File: config.mk
export PLATFORM = sky130hd
export DESIGN_NAME = time_stamp_sched
export DESIGN_NICKNAME = d
export VERILOG_FILES = /design/src/rtl/time_stamp_sched.sv
export SDC_FILE = /design/constraint.sdc
export NUM_CORES = 1
export LEC_CHECK = 0
export ABC_CLOCK_PERIOD_IN_PS = 5900
export CAP_MARGIN = 10
export CORE_ASPECT_RATIO = 1.4
export CORE_MARGIN = 2
export CORE_UTILIZATION = 30
export CTS_CLUSTER_SIZE = 12
export DETAILED_ROUTE_END_ITERATION = 10
export PLACE_DENSITY_LB_ADDON = 0.05
export SETUP_SLACK_MARGIN = 0.15
export SLEW_MARGIN = 20
export SYNTH_ARGS = -nofsm -noshare
export SYNTH_HDL_FRONTEND = slang
export SYNTH_SLANG_ARGS = --single-unit
File: constraint.sdc
create_clock -name clk -period 5.9 [get_ports clk]
set_input_delay 1.475 -clock clk [delete_from_list [all_inputs] [get_ports clk]]
set_output_delay 1.475 -clock clk [all_outputs]
set_load 0.01 [all_outputs]
File: src/rtl/time_stamp_sched.sv
// ---------------------------------------------------------------------------
// time_stamp_sched
//
// Captures interrupt time stamps for VecSize pend lines through one shared
// stamp write port. A rising edge on an enabled pend line queues a single
// capture request for that vector. A round-robin arbiter grants one request
// per cycle. The stamp written for the grant is back-corrected by the
// request's age, so it always equals the timer value of the edge cycle.
//
// Ports:
//   clk          clock
//   reset        synchronous, active-high reset
//   mono_timer   free-running timer, +1 per clk, wraps
//   pend         per-vector pending lines
//   cap_enable   per-vector capture mask (0 = ignore edges)
//   overrun_clr  per-vector clear of the sticky overrun flag
//   ts_we        stamp write strobe, one cycle per stamp
//   ts_idx       vector index being written (held while ts_we=0)
//   ts_data      stamp value (held while ts_we=0)
//   overrun      sticky: an edge was lost while a request was outstanding
//   busy         any request outstanding
// ---------------------------------------------------------------------------
module time_stamp_sched #(
   parameter int VecSize            = 8,
   parameter int TimerWidth         = 32,
   parameter int TimeStampWidth     = 16,
   parameter int TimeStampPreScaler = 4,
   localparam int IdxW              = (VecSize > 1) ? $clog2(VecSize) : 1
) (
   input  logic                      clk,
   input  logic                      reset,
   input  logic [TimerWidth-1:0]     mono_timer,
   input  logic [VecSize-1:0]        pend,
   input  logic [VecSize-1:0]        cap_enable,
   input  logic [VecSize-1:0]        overrun_clr,
   output logic                      ts_we,
   output logic [IdxW-1:0]           ts_idx,
   output logic [TimeStampWidth-1:0] ts_data,
   output logic [VecSize-1:0]        overrun,
   output logic                      busy
);

   localparam int AgeW = IdxW + 1;

   logic [VecSize-1:0]        pend_q_reg;
   logic [IdxW-1:0]           ptr_reg;
   logic                      ts_we_reg;
   logic [IdxW-1:0]           ts_idx_reg;
   logic [TimeStampWidth-1:0] ts_data_reg;

   logic [VecSize-1:0]        req_vec;
   logic [AgeW-1:0]           age_arr [VecSize];

   logic                      grant_valid;
   logic [IdxW-1:0]           grant_idx;
   logic [IdxW:0]             scan_sum;
   logic [IdxW-1:0]           scan_idx;
   logic [TimerWidth-1:0]     stamp_full;

   // Round-robin search starting at ptr; the first requester found wins.
   always_comb begin
      grant_valid = 1'b0;
      grant_idx   = '0;
      scan_sum    = '0;
      scan_idx    = '0;
      for (int i = 0; i < VecSize; i++) begin
         scan_sum = {1'b0, ptr_reg} + (IdxW+1)'(i);
         if (scan_sum >= (IdxW+1)'(VecSize)) begin
            scan_sum = scan_sum - (IdxW+1)'(VecSize);
         end
         scan_idx = scan_sum[IdxW-1:0];
         if (!grant_valid && req_vec[scan_idx]) begin
            grant_valid = 1'b1;
            grant_idx   = scan_idx;
         end
      end
   end

   // A request granted now has waited age+1 cycles since its edge cycle, so
   // subtracting that recovers the edge-cycle timer value (modulo wrap).
   assign stamp_full = (mono_timer - TimerWidth'(age_arr[grant_idx]) - TimerWidth'(1))
                       >> TimeStampPreScaler;

   // Per-vector request, age and overrun state.
   generate
      for (genvar gi = 0; gi < VecSize; gi++) begin : g_vec
         logic            req_reg;
         logic [AgeW-1:0] age_reg;
         logic            overrun_reg;
         logic            rise;
         logic            gnt;

         assign rise = pend[gi] & ~pend_q_reg[gi] & cap_enable[gi];
         assign gnt  = grant_valid && (grant_idx == IdxW'(gi));

         always_ff @(posedge clk) begin
            if (reset) begin
               req_reg     <= 1'b0;
               age_reg     <= '0;
               overrun_reg <= 1'b0;
            end else begin
               if (rise && (!req_reg || gnt)) begin
                  // Fresh request, or a new edge arriving as the old one leaves.
                  req_reg <= 1'b1;
                  age_reg <= '0;
               end else if (req_reg && !gnt) begin
                  // Still waiting; a colliding edge keeps the oldest stamp.
                  if (age_reg != '1) begin
                     age_reg <= age_reg + AgeW'(1);
                  end
               end else if (gnt) begin
                  req_reg <= 1'b0;
               end

               // Setting wins over a simultaneous clear.
               if (rise && req_reg && !gnt) begin
                  overrun_reg <= 1'b1;
               end else if (overrun_clr[gi]) begin
                  overrun_reg <= 1'b0;
               end
            end
         end

         assign req_vec[gi] = req_reg;
         assign age_arr[gi] = age_reg;
         assign overrun[gi] = overrun_reg;
      end
   endgenerate

   always_ff @(posedge clk) begin
      if (reset) begin
         pend_q_reg  <= '0;
         ptr_reg     <= '0;
         ts_we_reg   <= 1'b0;
         ts_idx_reg  <= '0;
         ts_data_reg <= '0;
      end else begin
         pend_q_reg <= pend;
         ts_we_reg  <= grant_valid;
         if (grant_valid) begin
            ts_idx_reg  <= grant_idx;
            ts_data_reg <= TimeStampWidth'(stamp_full);
            if (grant_idx == IdxW'(VecSize - 1)) begin
               ptr_reg <= '0;
            end else begin
               ptr_reg <= grant_idx + IdxW'(1);
            end
         end
      end
   end

   assign ts_we   = ts_we_reg;
   assign ts_idx  = ts_idx_reg;
   assign ts_data = ts_data_reg;
   assign busy    = |req_vec;

endmodule

# After elaboration in Yosys (flattened, before gate mapping)
# Cells that the tools add are included.
# W data, S select, Z words.
# word_totals
reg_bits	79
out_inout_bits	29
# classes
addsub	26
magnitude_cmp	17
n_eq_ne	23
mux	84
bitwise	25
n_reduce_logical	120
# op_table
cell	n
$mux W1	56
$mux W3	17
$logic_and A1 B1 Y1	47
$add A4 B1 Y4 const B	8
$ge A4 B4 Y1 const B	8
$lt A3 B4 Y1 const B	8
$ne A4 B4 Y1 const B	8
$reduce_and A2 Y1	16
$reduce_bool A2 Y1	16
$bmux W1 S3	8
$sub A3 B1 Y3 const B	8
$logic_not A1 Y1	23
$sub A20 B1 Y20 const B	1
$sub A20 B4 Y20	1
$add A3 B3 Y4 const B	4
$and A1 B1 Y1	16
$ne A2 B2 Y1 const B	8
$reduce_or A2 Y1	8
$bmux W4 S3	1
$eq A3 B3 Y1 const B	4
$add A3 B2 Y4 const B	2
$logic_or A1 B1 Y1	8
$mux W4	2
$not A1 Y1	8
8 further kinds	9

# Longest topological paths before layout
# Gate-level depths: netlist of the first run.
# logic_depth
ltp_word	32
ltp_mapped	25
ltp_nobuf	21

# Least setup slack after synthesis of the first run
# Ideal clock, no wire load.
# synth_timing
path_type	register -> register
from	reg ptr_reg[1]
to	reg ts_data_reg[13] (netlist: ts_data[13])
setup_ps	120
arrival_ps	6163
t_required_ps	5780
setup_slack_ps	-383
path_stages_with_launch	26
n_path_buf	5
path_cell_list	dfxtp_1 -> buf_4 -> clkinv_1 -> ha_1 -> buf_6 -> clkbuf_1 -> mux4_2 -> mux2_2 -> mux2_2 -> a32o_1 -> a221o_1 -> a21oi_1 -> buf_2 -> buf_2 -> a211oi_1 -> a211oi_1 -> a21oi_1 -> ha_1 -> nor3_1 -> nand2b_1 -> or3_1 -> or3_1 -> nor3_1 -> nand4_1 -> o21a_1 -> o31a_1
# synth_via
elab_chain_len	32
elab_cells_between_ends	83
classes_between	17 x add/sub; 8 x order compare; 43 x mux; 1 x bitwise; 14 x reduce/logical
# synth_lines
element	line	source
from (decl)	46	logic [IdxW-1:0] ptr_reg;
from (signal assigned)	146	ptr_reg <= grant_idx + IdxW'(1);
branches (longest 32 deep; another with $add A3 B1 Y4)	--	
to (signal assigned)	142	ts_data_reg <= TimeStampWidth'(stamp_full);
to (decl)	49	logic [TimeStampWidth-1:0] ts_data_reg;
# Parallel ways; which one is timed is not known. The select of a mux whose other input is x is not followed.
# A chain may end at the register's enable or synchronous reset.

# Worst setup path after layout of the first run
# layout_timing
from	reg ptr_reg[0]
to	reg ts_data_reg[13] (netlist: ts_data[13])
# Same word-level chain as after synthesis.

==> results.toml, run 1 <==
[outcome]
status = "completed"

[routing]
vias = 4781
routed_wirelength_um = 15100
post-route-drc-count = 0
drt_iter0_drc = 283
dr.pass1.iters = 4
via_per_inst = 5.41
ant_nets = 0
post_drt_wl_per_cell_um = 17.1

[placed_design]
pre_cts_ws_ns = 0.185
port_buffers = 74
routabilityCongestion = 0.834
dp_hpwl_um = 11300

[yosys]
synth_top_area_share_pct = 31.0
avgSynthCellArea_um2 = 8.55
synth_xor_area_share_pct = 2.23
netlist_instances = 596
yosysWarningCount = 0
synth_flop_cell = "dfxtp_1"
synth_compound_area_share_pct = 21.4
synth-adder-area-share_pct = 4.67
synth_top_family_by_area = "simple AND/OR/NAND/NOR gates"
syn-num-nets = 673
synth-simple-area-share_pct = 22.5
ys_seq_area_share_pct = 31.0
synth_seq_cells = 79
synth.cell_area_mm2 = 0.00509
yosysMostFrequentCell = "dfxtp_1"
async_flop_share_pct = 0
synthTopCellsByArea = "dfxtp_1 31%, mux2i_1 4.9%, nor2_1 4.9%"
yosys-mux-area-fraction_pct = 12.2
synthTopCellsByCount = "79 x dfxtp_1, 66 x nor2_1, 46 x a21oi_1"
yosys.area.top_type = "dfxtp_1"
synth_edf_count = 0
netlist-cell-type-count = 70

[setup_path]
arrival_ns = 5.72
critPathMaxFanout = 8
cp-start-kind = "flop"
endpoint_kind = "flop"
worst-setup-path-type = "flop to flop"
required_ns = 6.13

[finish]
final_core_util_pct = 38.8
diodes = 0
fin_nets = 752
fillCellCount = 1740
largest_reg_flops = 32
multi_input_area_mm2 = 0.00329
drive_gt1_share_pct = 14.0
regArea_mm2 = 0.00158
synthToLayoutAreaGrowth_pct = 27.0

[cts]
clock-root-buffer = "clkbuf_16"
cts.path.max_buffers = 2
cts.sinks = 79
cts_buffers = 9
clk-insertion-delay-late_ns = 0.34
ctsHoldBuffers = 0
htree_num_levels = 3
cts_tree = "built"
clkTransAtPathRegs_ns = 0.06

[sta]
fin_skew_ns = 0.00771
finalSetupTns_ns = 0
relSlewSlack_pct = 60.0
tightest_slew_ns = 0.599
setup_violations = 0
whs_ns = 0.451
hold_viol = 0
clock.fmax_ghz = 0.182
drv_slew = 0
period_share_pct = 93.1
setup_ws_ns = 0.407
fin_crit_ns = 5.49
rsz0062_at_grt = "false"

[power]
power.total_mw = 3.39
ir_drop_uv = 225
cellPowerDensity_mw_per_mm2 = 525
p_leak_nw = 2.42

[die]
die_h_um = 158
fp.dieW_um = 114
dieArea_mm2 = 0.0181
num_io_pins = 87
rows = 56
coreArea_mm2 = 0.0167
start_util_pct = 30.6

[job]
cap_violations = 0

[hold_path]
hold_path_class = "flop to flop"

[global_route]
grt_pass1_wl_um = 24100
antenna_found_initial = 0
grt_pass1_vias = 4607
track_usage_pct = 17.0
grt_max_degree = 44
overflow = 0
stage by stage:
step / cells / instance area, um^2
2_1_floorplan: 596 / 5120
3_3_place_gp: 862 / 6070
3_5_place_dp: 862 / 6070
4_1_cts: 878 / 6360
5_1_grt: 883 / 6470
6_report: 883 / 6470
final timing paths:
| check | cells past startpoint | start | to | slack [ns] |
|---|---|---|---|---|
| setup / recovery | 21 | ptr_reg[0] | ts_data[13] | 0.41 |
| setup reg to reg | 21 | ptr_reg[0] | ts_data[13] | 0.41 |
| hold reg to reg | 2 | ts_data[11] | ts_data[11] | 0.45 |
| hold / removal | 2 | ts_data[11] | ts_data[11] | 0.45 |
cells by family after synthesis:
family | after synthesis
simple gates | 227
compound gates | 152
flops | 79
buf+inv | 57
mux | 49
fa+ha+maj | 19
xor+xnor | 13
report_power, final:
group	switching (mW)	internal, mW
Clock	0.232	0.328
Sequential	0.0820	0.615
Combinational	1.19	0.942
cell usage in the layout, fill, tap and decap left out, drive strengths merged, types with 15 or more instances in the layout:
cell and count:
clkdlybuf4s50 73, buf 31, nand3 27, nor2b 20, a21oi 46, nor2 66, a211oi 16, nand2 36
nor3 16, mux2i 25, ha 19, dfxtp 79, mux2 15, inv 19
repair_timing:
item,CTS,global route
endpoints found under the setup margin,0,6
resized for setup,0,14
buffers inserted,0,5
worst max-delay path, cell delays in order, from the launching register on:
cell and delay, ns:
dfxtp_1 0.34, inv_1 0.09, ha_4 0.33, mux2_2 0.38
mux4_2 0.49, o32ai_4 0.30, o21ai_1 0.14, a221o_1 0.43
a21oi_4 0.24, buf_6 0.17, mux2i_1 0.08, a21oi_1 0.16
a21oi_1 0.10, ha_2 0.21, nor3_2 0.24, nand2b_1 0.10
or3_1 0.34, or3_4 0.37, nor3_4 0.13, nand4_1 0.25
o21a_1 0.26, o31a_1 0.23
metal layers:
metal | vias up | GRT usage, % | part of all wire, %
met5 | - | 0 | 0
met2 | 98 | 30.6 | 51
met3 | 17 | 3.45 | 3.9
met4 | 0 | 6.10 | 2.1
met1 | 2288 | 20.0 | 43
li1 | 2378 | - | -
area by class of cell:
cell class	instances	area share, %
clock buffers	11	3.60
repair buffers	104	15.0
inverters	21	1.26
flip-flops and latches	79	24.5
well taps	203	3.93
multi-input cells	460	50.8
clock inverters	5	0.909
Power figures use the tool's default switching activity.
==> run 2: changes to the inputs <==
CTS_CLUSTER_DIAMETER = 150   (was unset)
==> results of run 2 <==
No change in the layout: final DEF, timing and power equal those of run 1.
